File: config.mk
export PLATFORM = sky130hd
export DESIGN_NAME = conv_result_serializer
export DESIGN_NICKNAME = d
export VERILOG_FILES = /design/src/rtl/conv_result_serializer.sv
export SDC_FILE = /design/constraint.sdc
export NUM_CORES = 1
export LEC_CHECK = 0
export CAP_MARGIN = 40
export CORE_ASPECT_RATIO = 0.8
export CORE_UTILIZATION = 27
export CTS_CLUSTER_SIZE = 30
export DETAILED_ROUTE_END_ITERATION = 12
export GPL_TIMING_DRIVEN = 0
export HOLD_SLACK_MARGIN = 0.03
export PLACE_DENSITY = 0.47
export RECOVER_POWER = 25
export SETUP_SLACK_MARGIN = 0.05
export SLEW_MARGIN = 0
export SYNTH_ARGS = -nofsm -noshare
export SYNTH_HDL_FRONTEND = slang
export SYNTH_SLANG_ARGS = --single-unit
File: constraint.sdc
create_clock -name clk -period 4.9 [get_ports clk]
set_input_delay 0.98 -clock clk [delete_from_list [all_inputs] [get_ports clk]]
set_output_delay 0.98 -clock clk [all_outputs]
set_load 0.005 [all_outputs]
File: src/rtl/conv_result_serializer.sv
// conv_result_serializer
//   Captures one packed convolution result vector (L = N+M-1 words, word k at
//   in_data[k*DW +: DW]) and streams it out one word per beat, index 0 first.
//   Accept and emit never overlap: a frame costs at least L+1 cycles.
//
// Optional feature macro: CONV_SER_LAST_EN (adds out_last, high on the final
// word of each frame).
//
// Ports
//   clk        rising-edge clock
//   rst        synchronous active-high reset
//   in_valid   input vector valid
//   in_ready   block can accept a vector (IDLE and not in reset)
//   in_data    packed result vector, L*DW bits
//   out_valid  out_data/out_index hold a valid word
//   out_ready  consumer accepts the word this cycle
//   out_data   current result word
//   out_index  index of out_data within its frame
//   frame_cnt  frames fully emitted since reset (wraps)
//   out_last   final word of the frame (CONV_SER_LAST_EN only)
module conv_result_serializer #(
    parameter int N  = 3,
    parameter int M  = 5,
    parameter int DW = 32,
    localparam int L  = N + M - 1,
    localparam int IW = (L > 1) ? $clog2(L) : 1
) (
    input  logic            clk,
    input  logic            rst,
    input  logic            in_valid,
    output logic            in_ready,
    input  logic [L*DW-1:0] in_data,
    output logic            out_valid,
    input  logic            out_ready,
    output logic [DW-1:0]   out_data,
    output logic [IW-1:0]   out_index,
    output logic [15:0]     frame_cnt
`ifdef CONV_SER_LAST_EN
    ,
    output logic            out_last
`endif
);

    localparam logic [IW-1:0] LAST = IW'(L - 1);

    typedef enum logic {IDLE, SEND} state_t;

    state_t               state, state_nx;
    logic [L-1:0][DW-1:0] buffer;
    logic                 accept;
    logic                 fire;
    logic                 fire_last;

    // State register
    always_ff @(posedge clk) begin
        if (rst) state <= IDLE;
        else     state <= state_nx;
    end

    // Next state and handshake decode
    always_comb begin
        state_nx  = state;
        in_ready  = 1'b0;
        accept    = 1'b0;
        fire      = 1'b0;
        fire_last = 1'b0;
        case (state)
            IDLE: begin
                in_ready = !rst;
                if (in_valid && !rst) begin
                    accept   = 1'b1;
                    state_nx = SEND;
                end
            end
            SEND: begin
                // out_valid is high for the whole of SEND; data held while stalled
                if (out_ready) begin
                    fire = 1'b1;
                    if (out_index == LAST) begin
                        fire_last = 1'b1;
                        state_nx  = IDLE;
                    end
                end
            end
            default: state_nx = IDLE;
        endcase
    end

    // Datapath: out_index doubles as the frame word pointer
    always_ff @(posedge clk) begin
        if (rst) begin
            buffer    <= '0;
            out_valid <= 1'b0;
            out_data  <= '0;
            out_index <= '0;
            frame_cnt <= '0;
        end else if (accept) begin
            buffer    <= in_data;
            out_valid <= 1'b1;
            out_data  <= in_data[DW-1:0];
            out_index <= '0;
        end else if (fire_last) begin
            out_valid <= 1'b0;
            frame_cnt <= frame_cnt + 16'd1;
        end else if (fire) begin
            out_index <= out_index + IW'(1);
            out_data  <= buffer[out_index + IW'(1)];
        end
    end

`ifdef CONV_SER_LAST_EN
    assign out_last = out_valid && (out_index == LAST);
`endif

endmodule

==> flow_summary.yaml <==
final_layout:
  syn2layout_area_growth_pct: 39.1
  drive_gt1_share_pct: 7.87
  design_area_um2: 16900
  final_core_util_pct: 38.1
  num-nets-final: 1934
cts:
  ctsHoldBuffers: 0
  cts_buffers: 34
  clockRootBuffer: "clkbuf_16"
  tritoncts: "yes"
  clock_sinks: 277
  clockBufferDepth: 3
  postCtsSetupBuffers: 0
  clk_pin_slew_ns: 0.06
  h-tree-depth: 2
  clk_latency_ns: 0.52
  cts_resized: 0
synthesis:
  ys_seq_area_share_pct: 45.7
  synth_simple_gate_area_share_pct: 30.4
  synth.distinct_cells: 35
  synth_ff_type: "dfxtp_1"
  synth-compound-area-share_pct: 8.79
  ys_warn_count: 0
  ys_ff_latch: 277
  synth_top_area_cell: "dfxtp_1"
  synth_top_area_share_pct: 45.7
  yosys-top-cells-count: "459 x nand2_1, 277 x dfxtp_1, 224 x nand3b_1, 105 x clkbuf_1"
  synthAdderAreaFrac_pct: 0.309
  synth_top_family_by_area: "simple AND/OR/NAND/NOR gates"
  synth_edf_count: 0
  async_flop_share_pct: 0
  synth_xor_area_share_pct: 0.793
  synth_area_per_cell_um2: 8.76
  synth_cells: 1386
  synthMuxAreaShare_pct: 9.18
  synthesis.area_um2: 12100
  synth.net_count: 1617
  synthMostInstantiatedCell: "nand2_1"
  synth.area.top_cells: "dfxtp_1 46%, nand2_1 14%, nand3b_1 14%, mux4_2 5.9%, clkbuf_1 3.2%"
floorplanning:
  dieArea_um2: 45800
  rows: 69
  ios: 281
  dieWidth_um: 239
  die_y_um: 192
  initial_core_util_pct: 27.4
  core_area_um2: 44400
grt:
  grt_pass1_vias: 11300
  grt_max_degree: 13
  overflow: 0
  grt_usage_pct: 20.4
  antenna_found_initial: 5
  grt_pass1_wl_mm: 69.7
sta:
  fin_crit_sh_pct: 75.7
  clock_skew_ns: 0.0124
  rsz0062_at_grt: "false"
  setup_tns_ns: 0
  max_slew_margin_pct: 48.0
  whs_ns: 0.466
  fmax_mhz: 270
  tightest_slew_ns: 0.781
  slew_violations: 0
  hold_viol: 0
  fin_crit_ns: 3.71
  setup_violations: 0
route:
  via_per_inst: 4.67
  final_antenna_net_count: 0
  wl_per_cell_um: 20.2
  vias: 10900
  drt_wl_total_mm: 47.1
  drc: 0
  drt-initial-drc-count: 607
  dr.pass1.iters: 4
status:
  status: "completed"
worst_setup_path:
  rr_startpoint: "out_index[0]"
  slowest_delay_ns: 0.63
  critPathMostFrequentCell: "buf_2"
  cp-end-kind: "register"
  path_class: "register to register"
  arrival_ns: 4.08
  critPathMaxFanout: 10
  cp-start-kind: "register"
  slowest_stage: "buf_1"
  worstReg2RegEnd: "out_data[31]"
  cp-startpoint: "out_index[0]"
  cp_cell_sequence: "buf_2, buf_2, inv_1, ha_1, buf_2, buf_1, mux4_2, o211ai_1, a221oi_1"
  r2r_cells: 9
  rrSetupSlack_ns: 1.19
  crit_path_end: "out_data[31]"
  critical_path_required_ns: 5.27
placement:
  gp_congestion: 0.786
  placed_area_um2: 15700
  place_hpwl_mm: 36.6
  portBuffers: 280
min_path:
  hp-class: "register to register"
power_and_ir_drop:
  p_per_area_nw_per_um2: 351
  vdd_drop_max_uv: 215
  p_leak_nw: 7.05
  finalPower_mw: 5.92
flow_run:
  cap_violations: 0
-- placed cells by master, fill, tap and decap left out, drive strengths merged, types with 2 or more instances in the layout --
master and count:
nand2 459, dfxtp 277, clkdlybuf4s50 227, nand3b 224, clkbuf 157, dlygate4sd3 53, mux2 35, o21ai 35
inv 34, mux4 32, a221o 32, o211ai 32, a221oi 31, nor2 17, buf 16, a21oi 7
nor3 6, xnor2 6, clkinv 6, nand4 6, diode 5, xor2 5, nor2b 4, nand3 4
or3 4, ha 3, bufinv 3, and4 3, and2 2
-- power breakdown --
group          total, mW  internal [mW]  switching, mW
clock network       2.64           1.62           1.02
registers           2.50           2.41         0.0922
logic              0.783          0.403          0.380
-- how the worst min path moves through the flow --
stage                     start  slack [ns]     endpoint  cells past startpoint
CTS                 buffer[158]        0.47  buffer[158]                      2
floorplan             out_valid        0.44    out_valid                      2
finish              out_data[4]        0.47  out_data[4]                      2
detailed placement  buffer[147]        0.46  buffer[147]                      2
global route          out_valid        0.48    out_valid                      2
global placement    buffer[158]        0.46  buffer[158]                      2
-- area by class of cell --
type                    count  area (um^2)
plain buffers             122          468
clock buffers              50         1030
clock inverters            10          129
repair buffers            281         2810
well taps                 603          754
inverters                  33          124
fillers                  4587        27500
multi-input cells         954         6010
flip-flops and latches    277         5550
diodes                      5         12.5
-- stage by stage --
| step | cells | setup WS, ns |
|---|---|---|
| after global placement | 2269 | 1.11 |
| after detailed placement | 2270 | 1.11 |
| after floorplan | 1386 | 2.39 |
| final | 2335 | 1.19 |
| after CTS | 2330 | 1.11 |
| after global routing | 2334 | 0.939 |
-- layer usage --
| metal | share of wire [%] | track usage [%] | up-vias | wire (um) |
|---|---|---|---|---|
| li1 | - | - | 5398 | - |
| met1 | 49 | 29.2 | 5123 | 23200 |
| met2 | 43 | 31.3 | 334 | 20100 |
| met3 | 5.6 | 3.61 | 59 | 2660 |
| met4 | 2.4 | 5.67 | 0 | 1110 |
| met5 | 0 | 0 | - | 0 |
-- worst max-delay path, delay by kind of cell (launching register included) --
kind | cells | cell delay (ns)
buffers and inverters | 5 | 1.82
multiplexers | 1 | 0.44
AO/OA/AOI/OAI | 2 | 0.33
adder cells (fa/ha/maj) | 1 | 0.39
flip-flops | 1 | 0.58
-- kinds of logic (layout without fill, tap and decap cells) --
| kind of cell | after synthesis | in the layout |
|---|---|---|
| buf+inv | 155 | 496 |
| simple gates | 733 | 733 |
| fa+ha+maj | 3 | 3 |
| mux | 67 | 67 |
| other cells | 0 | 5 |
| compound gates | 140 | 140 |
| xor+xnor | 11 | 11 |
| flops | 277 | 277 |
-- sequential cells by signal, indices dropped and copies added (netlist names) --
name,count
state,1
out_data,32
out_valid,1
buffer,224
out_index,3
frame_cnt,16
Power figures use the tool's default switching activity.
